==> src/rtl/pcie_qos_pkg.sv <==
// pcie_qos_pkg: shared types and constants for the VC pop arbiter.
package pcie_qos_pkg;
    typedef enum logic {IDLE, ARB} arb_state_t;
    localparam int DEF_DATA_WIDTH = 6;
    localparam logic DEST_D0 = 1'b0;
    localparam logic DEST_D1 = 1'b1;
    localparam int CNT0_W = 3;
endpackage

==> src/rtl/vc_pop_arbiter_if.sv <==
// vc_pop_arbiter_if: VC FIFO heads, destination flags, pop and push strobes.
interface vc_pop_arbiter_if
    import pcie_qos_pkg::*;
#(
    parameter int DATA_WIDTH = DEF_DATA_WIDTH
);
    logic arb_en;
    logic vc0_empty, vc1_empty;
    logic [DATA_WIDTH-1:0] vc0_data, vc1_data;
    logic d0_full, d1_full;
    logic vc0_read, vc1_read;
    logic [DATA_WIDTH-1:0] out_data;
    logic push_d0, push_d1;
    logic vc0_delay;
    modport master (
        input  arb_en, vc0_empty, vc1_empty, vc0_data, vc1_data, d0_full, d1_full,
        output vc0_read, vc1_read, out_data, push_d0, push_d1, vc0_delay
    );
    modport slave (
        output arb_en, vc0_empty, vc1_empty, vc0_data, vc1_data, d0_full, d1_full,
        input  vc0_read, vc1_read, out_data, push_d0, push_d1, vc0_delay
    );
endinterface

==> src/rtl/wrr_credit_counter.sv <==
// wrr_credit_counter: saturating VC0 credit count; vc0_turn while VC0 may still win ties.
module wrr_credit_counter
    import pcie_qos_pkg::*;
#(
    parameter int VC0_WEIGHT = 4
) (
    input  logic clk,
    input  logic reset,
    input  logic inc,
    input  logic clr,
    output logic vc0_turn
);
    localparam logic [CNT0_W-1:0] WMAX = CNT0_W'(VC0_WEIGHT);
    logic [CNT0_W-1:0] cnt0;
    assign vc0_turn = cnt0 < WMAX;
    always_ff @(posedge clk or posedge reset)
        if (reset)
            cnt0 <= '0;
        else if (clr)
            cnt0 <= '0;
        else if (inc && vc0_turn)
            cnt0 <= cnt0 + 1'b1;
endmodule

==> src/rtl/vc_pop_arbiter.sv <==
// vc_pop_arbiter: VC0-weighted round robin popping VC0/VC1 heads into D0/D1.
// Define VC_STATS_EN to add 16-bit grant and VC0-blocked event counters.
module vc_pop_arbiter
    import pcie_qos_pkg::*;
#(
    parameter int DATA_WIDTH = DEF_DATA_WIDTH,
    parameter int DEST_BIT   = DATA_WIDTH - 1,
    parameter int VC0_WEIGHT = 4
) (
    input logic clk,
    input logic reset,
    vc_pop_arbiter_if.master bus
`ifdef VC_STATS_EN
    ,
    output logic [15:0] vc0_grant_cnt,
    output logic [15:0] vc1_grant_cnt,
    output logic [15:0] vc0_blocked_cnt
`endif
);
    arb_state_t state, state_nx;
    logic dest0, dest1, elig0, elig1, gnt0, gnt1, vc0_turn, sel_dest;

    assign dest0 = bus.vc0_data[DEST_BIT];
    assign dest1 = bus.vc1_data[DEST_BIT];
    assign elig0 = !bus.vc0_empty && !(dest0 == DEST_D1 ? bus.d1_full : bus.d0_full);
    assign elig1 = !bus.vc1_empty && !(dest1 == DEST_D1 ? bus.d1_full : bus.d0_full);

    always_ff @(posedge clk or posedge reset)
        if (reset)
            state <= IDLE;
        else
            state <= state_nx;

    always_comb begin
        state_nx = bus.arb_en ? ARB : IDLE;
        gnt0 = 1'b0;
        gnt1 = 1'b0;
        if (state == ARB) begin
            gnt0 = elig0 && (!elig1 || vc0_turn);
            gnt1 = elig1 && !gnt0;
        end
    end

    assign bus.vc0_read  = gnt0;
    assign bus.vc1_read  = gnt1;
    assign bus.vc0_delay = !reset && !bus.vc0_empty && !gnt0;
    assign sel_dest      = gnt0 ? dest0 : dest1;

    wrr_credit_counter #(.VC0_WEIGHT(VC0_WEIGHT)) u_credit (
        .clk(clk),
        .reset(reset),
        .inc(gnt0),
        .clr(gnt1),
        .vc0_turn(vc0_turn)
    );

    // Destination room was checked at grant time, so the push is unconditional.
    always_ff @(posedge clk or posedge reset)
        if (reset) begin
            bus.out_data <= '0;
            bus.push_d0  <= 1'b0;
            bus.push_d1  <= 1'b0;
        end else begin
            bus.push_d0 <= (gnt0 || gnt1) && sel_dest == DEST_D0;
            bus.push_d1 <= (gnt0 || gnt1) && sel_dest == DEST_D1;
            if (gnt0 || gnt1)
                bus.out_data <= gnt0 ? bus.vc0_data : bus.vc1_data;
        end

`ifdef VC_STATS_EN
    always_ff @(posedge clk or posedge reset)
        if (reset) begin
            vc0_grant_cnt   <= '0;
            vc1_grant_cnt   <= '0;
            vc0_blocked_cnt <= '0;
        end else begin
            vc0_grant_cnt   <= vc0_grant_cnt + {15'd0, gnt0};
            vc1_grant_cnt   <= vc1_grant_cnt + {15'd0, gnt1};
            vc0_blocked_cnt <= vc0_blocked_cnt + {15'd0, bus.vc0_delay};
        end
`endif
endmodule
==> src/flat_wrapper.sv <==
// flat-port wrapper written by rule: the top's interface ports become plain ports
module vc_pop_arbiter_flat import pcie_qos_pkg::*;
#(
    parameter int DATA_WIDTH = DEF_DATA_WIDTH,
    parameter int DEST_BIT   = DATA_WIDTH - 1,
    parameter int VC0_WEIGHT = 4
)
  (clk, reset, bus_arb_en, bus_vc0_empty, bus_vc1_empty, bus_vc0_data, bus_vc1_data, bus_d0_full, bus_d1_full, bus_vc0_read, bus_vc1_read, bus_out_data, bus_push_d0, bus_push_d1, bus_vc0_delay);
  vc_pop_arbiter_if #(.DATA_WIDTH(DATA_WIDTH)) bus_i ();
  input logic clk;
  input logic reset;
  input wire logic [$bits(bus_i.arb_en)-1:0] bus_arb_en;
  input wire logic [$bits(bus_i.vc0_empty)-1:0] bus_vc0_empty;
  input wire logic [$bits(bus_i.vc1_empty)-1:0] bus_vc1_empty;
  input wire logic [$bits(bus_i.vc0_data)-1:0] bus_vc0_data;
  input wire logic [$bits(bus_i.vc1_data)-1:0] bus_vc1_data;
  input wire logic [$bits(bus_i.d0_full)-1:0] bus_d0_full;
  input wire logic [$bits(bus_i.d1_full)-1:0] bus_d1_full;
  output wire logic [$bits(bus_i.vc0_read)-1:0] bus_vc0_read;
  output wire logic [$bits(bus_i.vc1_read)-1:0] bus_vc1_read;
  output wire logic [$bits(bus_i.out_data)-1:0] bus_out_data;
  output wire logic [$bits(bus_i.push_d0)-1:0] bus_push_d0;
  output wire logic [$bits(bus_i.push_d1)-1:0] bus_push_d1;
  output wire logic [$bits(bus_i.vc0_delay)-1:0] bus_vc0_delay;
  assign bus_i.arb_en = bus_arb_en;
  assign bus_i.vc0_empty = bus_vc0_empty;
  assign bus_i.vc1_empty = bus_vc1_empty;
  assign bus_i.vc0_data = bus_vc0_data;
  assign bus_i.vc1_data = bus_vc1_data;
  assign bus_i.d0_full = bus_d0_full;
  assign bus_i.d1_full = bus_d1_full;
  assign bus_vc0_read = bus_i.vc0_read;
  assign bus_vc1_read = bus_i.vc1_read;
  assign bus_out_data = bus_i.out_data;
  assign bus_push_d0 = bus_i.push_d0;
  assign bus_push_d1 = bus_i.push_d1;
  assign bus_vc0_delay = bus_i.vc0_delay;
  vc_pop_arbiter #(.DATA_WIDTH(DATA_WIDTH), .DEST_BIT(DEST_BIT), .VC0_WEIGHT(VC0_WEIGHT)) u_core (.clk(clk), .reset(reset), .bus(bus_i));
endmodule
==> config.mk <==
export PLATFORM = sky130hd
export DESIGN_NAME = vc_pop_arbiter_flat
export DESIGN_NICKNAME = d
export VERILOG_FILES = /design/src/rtl/pcie_qos_pkg.sv /design/src/rtl/vc_pop_arbiter_if.sv /design/src/rtl/wrr_credit_counter.sv /design/src/rtl/vc_pop_arbiter.sv /design/src/flat_wrapper.sv
export SDC_FILE = /design/constraint.sdc
export NUM_CORES = 1
export LEC_CHECK = 0
export ABC_AREA = 1
export CAP_MARGIN = 20
export CELL_PAD_IN_SITES_DETAIL_PLACEMENT = 1
export CELL_PAD_IN_SITES_GLOBAL_PLACEMENT = 2
export CORE_ASPECT_RATIO = 1.75
export CORE_MARGIN = 2
export CORE_UTILIZATION = 24
export DETAILED_ROUTE_END_ITERATION = 6
export GPL_ROUTABILITY_DRIVEN = 0
export PLACE_DENSITY = 0.91
export SLEW_MARGIN = 20
export SYNTH_ARGS = -nofsm -noshare
export SYNTH_HDL_FRONTEND = slang
export SYNTH_HIERARCHICAL = 1
export SYNTH_SLANG_ARGS = --single-unit
==> constraint.sdc <==
create_clock -name clk -period 3.33 [get_ports clk]
set_input_delay 0.666 -clock clk [delete_from_list [all_inputs] [get_ports clk]]
set_output_delay 0.666 -clock clk [all_outputs]
set_load 0.03 [all_outputs]
==> metrics.cfg <==
[run_status]
outcome=finished, final reports clean

[global_routing]
grt_usage_pct=12.8
grt_overflow_total=0
grt_max_degree=10
grt_pass1_wl_mm=3.35
grt_pass1_vias=796
antenna_found_initial=0

[timing]
grt_setup_unrepaired=false
fmax_mhz=317
timing.final.crit_period_ns=3.15
holdWs_ns=0.484
maxSlewViolCount=0
relSlewSlack_pct=75.1
min_period_over_period_pct=94.7
tns_ns=0
worstMarginPinSlew_ns=0.373
hold_violations=0
fin_skew_ns=0.00299
setup_viol=0

[drt]
drtPass1Iterations=2
wirelength_mm=2.02
drt_iter0_drc=12
drt-wirelength-per-cell_um=13.1
antenna_left=0
drc_errors=0
via_per_inst=4.73
num_vias=729

[synthesis]
yosysSeqAreaShare_pct=41.7
yosys_warnings=6
yosysUniqueCellTypes=17
syn_avg_cell_area_um2=7.92
netlist_instances=91
ys_seq_elements=12
netlist_area_um2=721
synth_fp_nets=111

[worst_setup_path]
critPathArrivalTime_ns=2.49
critical-path-max-stage-delay_ns=0.66
critPathKind=input port to output pin
timing.rr.end=u_core/u_credit/cnt0[1]
path_buf_inv=4
reg2reg_from=u_core/state
path_max_fanout=8
critPathSlowestCell=clkdlybuf4s50_1
reg2reg_slack_ns=1.87
path_cells=clkdlybuf4s50_1, inv_1, nand2_2, nand4_4, nand3_4, nand3_1, inv_1, clkdlybuf4s50_1
cp-start-kind=input port
critPathCaptureType=output pin
reg2regPathDepth=6
crit_family=buffers and inverters
critPathRequiredTime_ns=2.66

[floorplan]
die_h_um=76.5
die_area_um2=3470
initial_core_util_pct=24.9
pin_count=30
die_x_um=45.4
core_um2=2900
std_cell_rows=26

[placed_design]
post-dp-hpwl_mm=1.70
numPortBuffers=29

[pwr]
p_sw_w=0.000185
swShare_pct=33.7
p_per_area_nw_per_um2=492
p_int_w=0.000364
combPwrFrac_pct=34.7
clockPowerShare_pct=29.6
leakage_nw=0.554
ir_drop_v=0.000354
pwr-share-seq_pct=35.7

[clock_network]
cts-root-buf=clkbuf_8
htree_num_levels=1
postCtsSetupRepairBufs=0
cts_buffers=3
clockBufferDepth=2
clk_pin_slew_ns=0.06
cts_resized=0
insertion_delay_ns=0.24
clock_sinks=12
hold_buffers=0
cts_tree=built

[worst_hold_path]
hold_end=u_core/bus.out_data[5]
hold_path_class=flop to flop
worstHoldPathCells=2
hold_start=u_core/bus.out_data[5]

[final_layout]
synthToLayoutAreaGrowth_pct=54.9
fin_nets=147
drive_gt1_share_pct=15.9
antennaDiodeCount=0

[job]
cap_violations=0

## routing by layer
metal	wire [um]	part of all wire, %	up-vias	GRT usage (%)
met5	0	0	-	0
met3	92	4.5	4	3.08
met2	1210	60	21	24.5
li1	-	-	352	-
met4	24	1.2	0	3.53
met1	696	34	352	12.4
## layout make-up
cell class | instances | area [um^2]
fillers | 346 | 1780
multi-input cells | 59 | 342
repair buffers | 32 | 313
flip-flops and latches | 12 | 300
inverters | 19 | 71.3
clock buffers | 4 | 55.1
well taps | 28 | 35.0
## registers in the layout, summed over array words and instances (netlist names)
signal                count
u_core/bus.out_data       6
u_core/bus.push_d0        1
u_core/bus.push_d1        1
u_core/state              1
u_core/u_credit/cnt0      3
## logic make-up (layout without fill, tap and decap cells)
group / Yosys count / in the layout / share of synthesized area [%]
DFF: 12 / 12 / 41.7
and+or+nand+nor: 54 / 54 / 41.8
adders and majority gates: 1 / 1 / 1.74
AOI/OAI and AO/OA: 4 / 4 / 3.82
buffers and inverters: 20 / 55 / 10.9
## cells in the final DEF, fill, tap and decap left out, types with 3 or more instances in the layout
| cell type | Yosys | routed |
|---|---|---|
| clkdlybuf4s50_1 | 0 | 29 |
| nand2_1 | 18 | 18 |
| inv_1 | 17 | 17 |
| nor2_1 | 17 | 17 |
| dfrtp_1 | 12 | 12 |
| nand4_1 | 7 | 7 |
| clkbuf_8 | 0 | 4 |
| nand2_2 | 3 | 3 |
| nand3_1 | 3 | 3 |
| buf_4 | 1 | 3 |
## through the flow
step | setup WS [ns] | instances | total power, W | instance area (um^2) | utilization [%]
6_report | 0.176 | 154 | 0.000549 | 1120 | 38.5
5_1_grt | 0.0786 | 154 | 0.000582 | 1120 | 38.5
4_1_cts | 0.153 | 154 | 0.000553 | 1120 | 38.5
3_5_place_dp | 0.162 | 150 | 0.000391 | 1060 | 36.6
3_3_place_gp | 0.211 | 150 | 0.000382 | 1060 | 36.6
2_1_floorplan | 1.06 | 91 | 0.000306 | 721 | -
## power by group through the flow
stage	clock network, W	logic (W)	registers [W]
global placement	0	0.000185	0.000197
detailed placement	0	0.000192	0.000199
finish	0.000162	0.000191	0.000196
floorplan	0	0.0000773	0.000228
CTS	0.000163	0.000193	0.000196
global route	0.000176	0.000206	0.000200
## cell usage after synthesis (all sizes together)
library cell	number	area share, %
a21oi	4	3.8
buf	1	1.0
dfrtp	12	42
ha	1	1.7
inv	19	9.9
nand2	22	14
nand3	5	5.9
nand4	9	12
nor2	18	10
## worst register-to-register path: stages (launching register included)
cell and delay (ns):
dfrtp_1 0.56, nand4_4 0.22, a21oi_1 0.23, buf_4 0.16
inv_1 0.06, nand3_1 0.08, nand2_1 0.05
## worst max path at each step
stage / from / to / slack [ns] / cells after the start
after detailed placement: bus_vc1_data[5] / bus_vc0_delay / 0.16 / 8
final: bus_vc1_data[5] / bus_vc0_delay / 0.18 / 8
after floorplan: bus_vc1_data[5] / bus_vc1_read / 1.06 / 3
after CTS: bus_vc1_data[5] / bus_vc0_delay / 0.15 / 8
after global routing: bus_vc0_data[5] / bus_vc0_read / 0.08 / 7
after global placement: bus_vc1_data[5] / bus_vc0_delay / 0.21 / 8
No activity file was read; power rests on OpenSTA's default activity.
